[src/rtl/asteroid_spawn_if.sv]
// asteroid_spawn_if: spawn handshake, slot release and status bundle of the scheduler.
// Signal suffixes are from the scheduler's point of view.
interface asteroid_spawn_if #(
    parameter int NUM_SLOTS = 10
);
    logic                 enable_i;
    logic [NUM_SLOTS-1:0] release_i;
    logic                 spawn_ready_i;
    logic                 spawn_valid_o;
    logic [3:0]           spawn_slot_o;
    logic [9:0]           spawn_x_o;
    logic [NUM_SLOTS-1:0] slot_active_o;
    logic                 full_o;
    logic [7:0]           spawn_count_o;

    modport slave (
        input  enable_i, release_i, spawn_ready_i,
        output spawn_valid_o, spawn_slot_o, spawn_x_o, slot_active_o, full_o, spawn_count_o
    );

    modport master (
        output enable_i, release_i, spawn_ready_i,
        input  spawn_valid_o, spawn_slot_o, spawn_x_o, slot_active_o, full_o, spawn_count_o
    );
endinterface

[src/rtl/asteroid_spawn_scheduler.sv]
// asteroid_spawn_scheduler: paces obstacle spawns, allocates free sprite slots round-robin
// and offers each spawn with an LFSR-derived start x over a valid/ready handshake.
module asteroid_spawn_scheduler #(
    parameter int NUM_SLOTS      = 10,
    parameter int SPAWN_INTERVAL = 4,
    parameter int X_LIMIT        = 600
) (
    input logic               slowclk,
    input logic               reset_n,
    asteroid_spawn_if.slave   bus
);
    localparam int SW = $clog2(NUM_SLOTS);

    typedef enum logic [1:0] {IDLE, WAIT, ALLOC, OFFER} state_t;

    state_t               state_q, state_d;
    logic [7:0]           cnt_q, cnt_d, count_q, count_d;
    logic [3:0]           ptr_q, ptr_d, slot_q, slot_d, pick;
    logic [9:0]           lfsr_q, x_q, x_d;
    logic [NUM_SLOTS-1:0] active_q, set_mask;
    logic                 found, hs;

    function automatic int wrap(input int v);
        return v >= NUM_SLOTS ? v - NUM_SLOTS : v;
    endfunction

    assign hs       = state_q == OFFER && bus.spawn_ready_i;
    assign set_mask = hs ? NUM_SLOTS'(1) << slot_q : '0;

    // Scan downward so the last hit is the first free slot at or after ptr.
    always_comb begin
        found = 1'b0;
        pick  = ptr_q;
        for (int i = NUM_SLOTS - 1; i >= 0; i--) begin
            if (!active_q[SW'(wrap(int'(ptr_q) + i))]) begin
                found = 1'b1;
                pick  = 4'(wrap(int'(ptr_q) + i));
            end
        end
    end

    always_comb begin
        state_d = state_q;
        cnt_d   = cnt_q;
        ptr_d   = ptr_q;
        slot_d  = slot_q;
        x_d     = x_q;
        count_d = count_q;
        case (state_q)
            IDLE: begin
                cnt_d   = '0;
                state_d = bus.enable_i ? WAIT : IDLE;
            end
            WAIT: begin
                cnt_d   = (!bus.enable_i || cnt_q == 8'(SPAWN_INTERVAL - 1)) ? '0 : cnt_q + 8'd1;
                state_d = !bus.enable_i ? IDLE : cnt_q == 8'(SPAWN_INTERVAL - 1) ? ALLOC : WAIT;
            end
            ALLOC: begin
                cnt_d   = '0;
                state_d = !bus.enable_i ? IDLE : found ? OFFER : WAIT;
                if (bus.enable_i && found) begin
                    slot_d = pick;
                    x_d    = int'(lfsr_q) < X_LIMIT ? lfsr_q : lfsr_q - 10'd512;
                end
            end
            OFFER: begin
                if (hs) begin
                    cnt_d   = '0;
                    ptr_d   = slot_q == 4'(NUM_SLOTS - 1) ? 4'd0 : slot_q + 4'd1;
                    count_d = count_q == 8'hFF ? count_q : count_q + 8'd1;
                    state_d = bus.enable_i ? WAIT : IDLE;
                end
            end
        endcase
    end

    always_ff @(posedge slowclk) begin
        if (!reset_n) begin
            state_q  <= IDLE;
            cnt_q    <= '0;
            ptr_q    <= '0;
            slot_q   <= '0;
            x_q      <= '0;
            count_q  <= '0;
            lfsr_q   <= 10'h001;
            active_q <= '0;
        end else begin
            state_q  <= state_d;
            cnt_q    <= cnt_d;
            ptr_q    <= ptr_d;
            slot_q   <= slot_d;
            x_q      <= x_d;
            count_q  <= count_d;
            lfsr_q   <= {lfsr_q[8:0], lfsr_q[9] ^ lfsr_q[6]};
            active_q <= (active_q & ~bus.release_i) | set_mask;
        end
    end

    assign bus.spawn_valid_o = state_q == OFFER;
    assign bus.spawn_slot_o  = slot_q;
    assign bus.spawn_x_o     = x_q;
    assign bus.slot_active_o = active_q;
    assign bus.full_o        = &active_q;
    assign bus.spawn_count_o = count_q;
endmodule

[src/flat_wrapper.sv]
// flat-port wrapper written by rule: the top's interface ports become plain ports
module asteroid_spawn_scheduler_flat 
#(
    parameter int NUM_SLOTS      = 10,
    parameter int SPAWN_INTERVAL = 4,
    parameter int X_LIMIT        = 600
)
  (slowclk, reset_n, bus_enable_i, bus_release_i, bus_spawn_ready_i, bus_spawn_valid_o, bus_spawn_slot_o, bus_spawn_x_o, bus_slot_active_o, bus_full_o, bus_spawn_count_o);
  asteroid_spawn_if #(.NUM_SLOTS(NUM_SLOTS)) bus_i ();
  input logic slowclk;
  input logic reset_n;
  input wire logic [$bits(bus_i.enable_i)-1:0] bus_enable_i;
  input wire logic [$bits(bus_i.release_i)-1:0] bus_release_i;
  input wire logic [$bits(bus_i.spawn_ready_i)-1:0] bus_spawn_ready_i;
  output wire logic [$bits(bus_i.spawn_valid_o)-1:0] bus_spawn_valid_o;
  output wire logic [$bits(bus_i.spawn_slot_o)-1:0] bus_spawn_slot_o;
  output wire logic [$bits(bus_i.spawn_x_o)-1:0] bus_spawn_x_o;
  output wire logic [$bits(bus_i.slot_active_o)-1:0] bus_slot_active_o;
  output wire logic [$bits(bus_i.full_o)-1:0] bus_full_o;
  output wire logic [$bits(bus_i.spawn_count_o)-1:0] bus_spawn_count_o;
  assign bus_i.enable_i = bus_enable_i;
  assign bus_i.release_i = bus_release_i;
  assign bus_i.spawn_ready_i = bus_spawn_ready_i;
  assign bus_spawn_valid_o = bus_i.spawn_valid_o;
  assign bus_spawn_slot_o = bus_i.spawn_slot_o;
  assign bus_spawn_x_o = bus_i.spawn_x_o;
  assign bus_slot_active_o = bus_i.slot_active_o;
  assign bus_full_o = bus_i.full_o;
  assign bus_spawn_count_o = bus_i.spawn_count_o;
  asteroid_spawn_scheduler #(.NUM_SLOTS(NUM_SLOTS), .SPAWN_INTERVAL(SPAWN_INTERVAL), .X_LIMIT(X_LIMIT)) u_core (.slowclk(slowclk), .reset_n(reset_n), .bus(bus_i));
endmodule
[config.mk]
export PLATFORM = sky130hd
export DESIGN_NAME = asteroid_spawn_scheduler_flat
export DESIGN_NICKNAME = d
export VERILOG_FILES = /design/src/rtl/asteroid_spawn_if.sv /design/src/rtl/asteroid_spawn_scheduler.sv /design/src/flat_wrapper.sv
export SDC_FILE = /design/constraint.sdc
export NUM_CORES = 1
export LEC_CHECK = 0
export BUFFER_PORTS_ARGS = -buffer_cell sky130_fd_sc_hd__buf_2
export CORE_UTILIZATION = 30
export DETAILED_ROUTE_END_ITERATION = 7
export GPL_TIMING_DRIVEN = 0
export HOLD_SLACK_MARGIN = 0.12
export PLACE_DENSITY = 0.58
export REMOVE_ABC_BUFFERS = 1
export SLEW_MARGIN = 10
export SYNTH_ARGS = -nofsm -noshare
export SYNTH_HDL_FRONTEND = slang
export SYNTH_SLANG_ARGS = --single-unit
[constraint.sdc]
create_clock -name slowclk -period 5.75 [get_ports slowclk]
set_clock_uncertainty 0.15 [all_clocks]
set_input_delay 0.2875 -clock slowclk [delete_from_list [all_inputs] [get_ports slowclk]]
set_output_delay 0.2875 -clock slowclk [all_outputs]
set_load 0.005 [all_outputs]
==> results.sh <==
export IMPL_synth_compound_gate_area_share_pct=23.1
export IMPL_n_fill_cell=1769
export IMPL_critPathKind="reg -> reg"
export IMPL_hold_start="bus_enable_i"
export IMPL_critPathTopFamily="compound AO/OA/AOI/OAI gates"
export IMPL_netlist_area_mm2=0.00528
export IMPL_grt_pass1_wl_mm=23.4
export IMPL_yosysUniqueCellTypes=86
export IMPL_p_per_area_mw_per_mm2=123
export IMPL_num_rows=48
export IMPL_hold_viol_final=0
export IMPL_postCtsSetupBuffers=0
export IMPL_synthArstFlopShare_pct=0
export IMPL_vias_per_cell=5.41
export IMPL_rsz0062_at_grt="false"
export IMPL_regArea_mm2=0.00112
export IMPL_power_switching_uw=152
export IMPL_overflow=0
export IMPL_fin_ws_ns=0.569
export IMPL_multi_input_area_mm2=0.00389
export IMPL_comb_power_share_pct=2.2
export IMPL_die_h_um=135
export IMPL_synth_ff_type="dfxtp_1"
export IMPL_synthXorXnorAreaFrac_pct=6.21
export IMPL_slew_headroom_pct=25.8
export IMPL_cts_tree="built"
export IMPL_cp_required_ns=5.83
export IMPL_p_clk_share_pct=42.9
export IMPL_startpoint="u_core.ptr_q[1]"
export IMPL_gp_congestion=0.899
export IMPL_grt_pass1_vias=4452
export IMPL_rr_endpoint="u_core.bus.spawn_slot_o[1]"
export IMPL_status="completed"
export IMPL_drv_cap=0
export IMPL_seqPwrFrac_pct=54.9
export IMPL_drtIter0Drc=324
export IMPL_power_internal_uw=560
export IMPL_ir_drop_mv=0.183
export IMPL_r2r_cells=13
export IMPL_grt_start_max_net_pins=52
export IMPL_critical_path_max_fanout=21
export IMPL_critPathLaunchType="flip-flop"
export IMPL_r2r_setup_slack_ns=0.57
export IMPL_io_buffers=47
export IMPL_dieWidth_um=135
export IMPL_clockBufferDepth=2
export IMPL_min_path_type="in -> reg"
export IMPL_clockRootBuffer="clkbuf_16"
export IMPL_finalNetCount=695
export IMPL_min_period_ns=5.18
export IMPL_wl_mm=14.4
export IMPL_grt_total_usage_pct=16.0
export IMPL_drt_pre_antenna_iters=5
export IMPL_instances_no_fill=876
export IMPL_initial_utilization_pct=30.6
export IMPL_fin_tns_setup_ns=0
export IMPL_clkTransAtPathRegs_ns=0.07
export IMPL_io_pins=48
export IMPL_p_leak_nw=2.15
export IMPL_die_area_mm2=0.0181
export IMPL_synth_simple_area_share_pct=23.9
export IMPL_insertion_delay_ns=0.29
export IMPL_arrival_ns=5.26
export IMPL_yosysTopAreaCellShare_pct=21.2
export IMPL_max_stage_delay_ns=0.76
export IMPL_min_path_cells=3
export IMPL_cts_max_level=2
export IMPL_dpl_worst_slack_ns=-0.270
export IMPL_avgSynthCellArea_um2=8.48
export IMPL_wl_per_cell_um=16.4
export IMPL_cp_end_kind="flip-flop"
export IMPL_synth_top_family_by_area="simple AND/OR/NAND/NOR gates"
export IMPL_numCtsBuffers=5
export IMPL_finalCritPeriodShare_pct=90.1
export IMPL_path_cells="inv_1 > ha_2 > inv_2 > ha_1 > nor4bb_1 > a211oi_1 > a21o_1 > a2111oi_0 > a211o_1 > nor4b_1 > a21oi_4 > mux2_4 > o21ai_2"
export IMPL_hold_path_end="u_core.state_q[0]"
export IMPL_clock_sinks=56
export IMPL_crit_buf_inv=2
export IMPL_cp_slowest_cell="ha_2"
export IMPL_fp_coreArea_mm2=0.0172
export IMPL_synth_adder_area_share_pct=7.48
export IMPL_yosys_warnings=0
export IMPL_syn_inst=623
export IMPL_fmax_ghz=0.193
export IMPL_setup_violations=0
export IMPL_synth_seq_cells=56
export IMPL_drive_above_1_share_pct=17.5
export IMPL_final_core_util_pct=33.7
export IMPL_placedCellCount=868
export IMPL_vias=4736
export IMPL_worst_pin_slew_ns=1.11
export IMPL_area_growth_pct=9.85
export IMPL_dp_hpwl_mm=10.7
export IMPL_grt_antenna_before_repair=0
export IMPL_switching_share_pct=21.4
export IMPL_synth_edf_count=0
export IMPL_yosys_top_cells_area="dfxtp_1 (21%), ha_1 (7.1%), mux2i_1 (6.1%), mux4_2 (4.7%), nand2_1 (4.0%)"
export IMPL_ys_seq_area_share_pct=21.2
export IMPL_yosys_top_cells_count="dfxtp_1 (56), nand2_1 (56), a21oi_1 (37)"
export IMPL_drcViolationCount=0
export IMPL_synthMuxAreaShare_pct=12.9
export IMPL_antenna_cells=0
export IMPL_yosysTopAreaCell="dfxtp_1"
export IMPL_drv_slew=0
export IMPL_drtAntennaViolNets=0
export IMPL_r2r_start="u_core.ptr_q[1]"
cells by family (layout without fill, tap and decap cells):
| logic type | count (synthesis) | after routing |
|---|---|---|
| DFF | 56 | 56 |
| adders and majority gates | 31 | 31 |
| buffers and inverters | 54 | 82 |
| AOI/OAI and AO/OA | 166 | 166 |
| and+or+nand+nor | 233 | 233 |
| muxes | 52 | 52 |
| xor gates and xnor gates | 31 | 31 |
power by group through the flow:
stage | clock network (mW) | logic [mW] | registers, mW
after global placement | 0 | 0.0160 | 0.400
after global routing | 0.333 | 0.0174 | 0.392
after floorplan | 0 | 0.00585 | 0.400
final | 0.306 | 0.0158 | 0.391
after detailed placement | 0 | 0.0161 | 0.400
after CTS | 0.316 | 0.0161 | 0.391
through the flow:
step	hold slack [ns]	cell area (um2)	power, mW
final	0.149	5800	0.712
after global routing	0.147	5800	0.742
after CTS	0.143	5800	0.724
after detailed placement	0.303	5640	0.416
after global placement	0.293	5620	0.416
after floorplan	0.199	5100	0.406
flip-flops by register name, indices dropped and copies added (netlist names):
name                      count
u_core.ptr_q                  4
u_core.state_q                2
u_core.bus.spawn_slot_o       4
u_core.cnt_q                  8
u_core.bus.spawn_x_o         10
u_core.bus.slot_active_o     10
u_core.lfsr_q                10
u_core.bus.spawn_count_o      8
per-layer routing:
layer	track usage [%]	vias up	part of all wire, %
met1	22.1	2218	48
li1	-	2342	-
met2	26.0	155	45
met4	5.49	0	1.9
met3	1.61	21	4.9
met5	0	-	0
worst reg2reg max path, stage by stage (launching register included):
cell       delay (ns)
dfxtp_2          0.68
inv_1            0.47
ha_2             0.76
inv_2            0.22
ha_1             0.38
nor4bb_1         0.31
a211oi_1         0.10
a21o_1           0.26
a2111oi_0        0.36
a211o_1          0.23
nor4b_1          0.47
a21oi_4          0.31
mux2_4           0.37
o21ai_2          0.05
how the worst max path moves through the flow:
stage                                      end  cells after the start  slack (ns)
detailed placement     u_core.bus.spawn_x_o[9]                     13       -0.27
global route        u_core.bus.spawn_slot_o[3]                     13        0.03
finish              u_core.bus.spawn_slot_o[1]                     13        0.57
global placement       u_core.bus.spawn_x_o[9]                     13       -0.93
floorplan           u_core.bus.spawn_slot_o[1]                     13        0.55
CTS                 u_core.bus.spawn_slot_o[1]                     13        0.14
cells in the final DEF (no fill, tap or decap), drive strengths merged, types with 9 or more instances in the layout:
| master | instances |
|---|---|
| xnor2 | 23 |
| dfxtp | 56 |
| nor3 | 14 |
| inv | 26 |
| nor2 | 33 |
| a21boi | 12 |
| a31oi | 9 |
| and2 | 22 |
| mux4 | 11 |
| nor2b | 28 |
| nand2 | 56 |
| ha | 30 |
| mux2i | 33 |
| a21oi | 43 |
| buf | 48 |
| o21ai | 32 |
| nand3 | 13 |
| nand2b | 18 |
layout make-up:
type                       instances  area share (%)
multi-input combinational        513            67.1
sequential                        56            19.4
tap                              225            4.85
timing repair buffer              48            4.40
clock buffer                       5            2.16
inverter                          26            1.72
clock inverter                     3           0.388
what timing repair did:
action / CTS / global route
setup endpoints to repair: 15 / 15
pin swaps: 0 / 0
gates resized for setup: 2 / 1
hold buffers: 0 / 0
(Power assumes the default switching activity.)
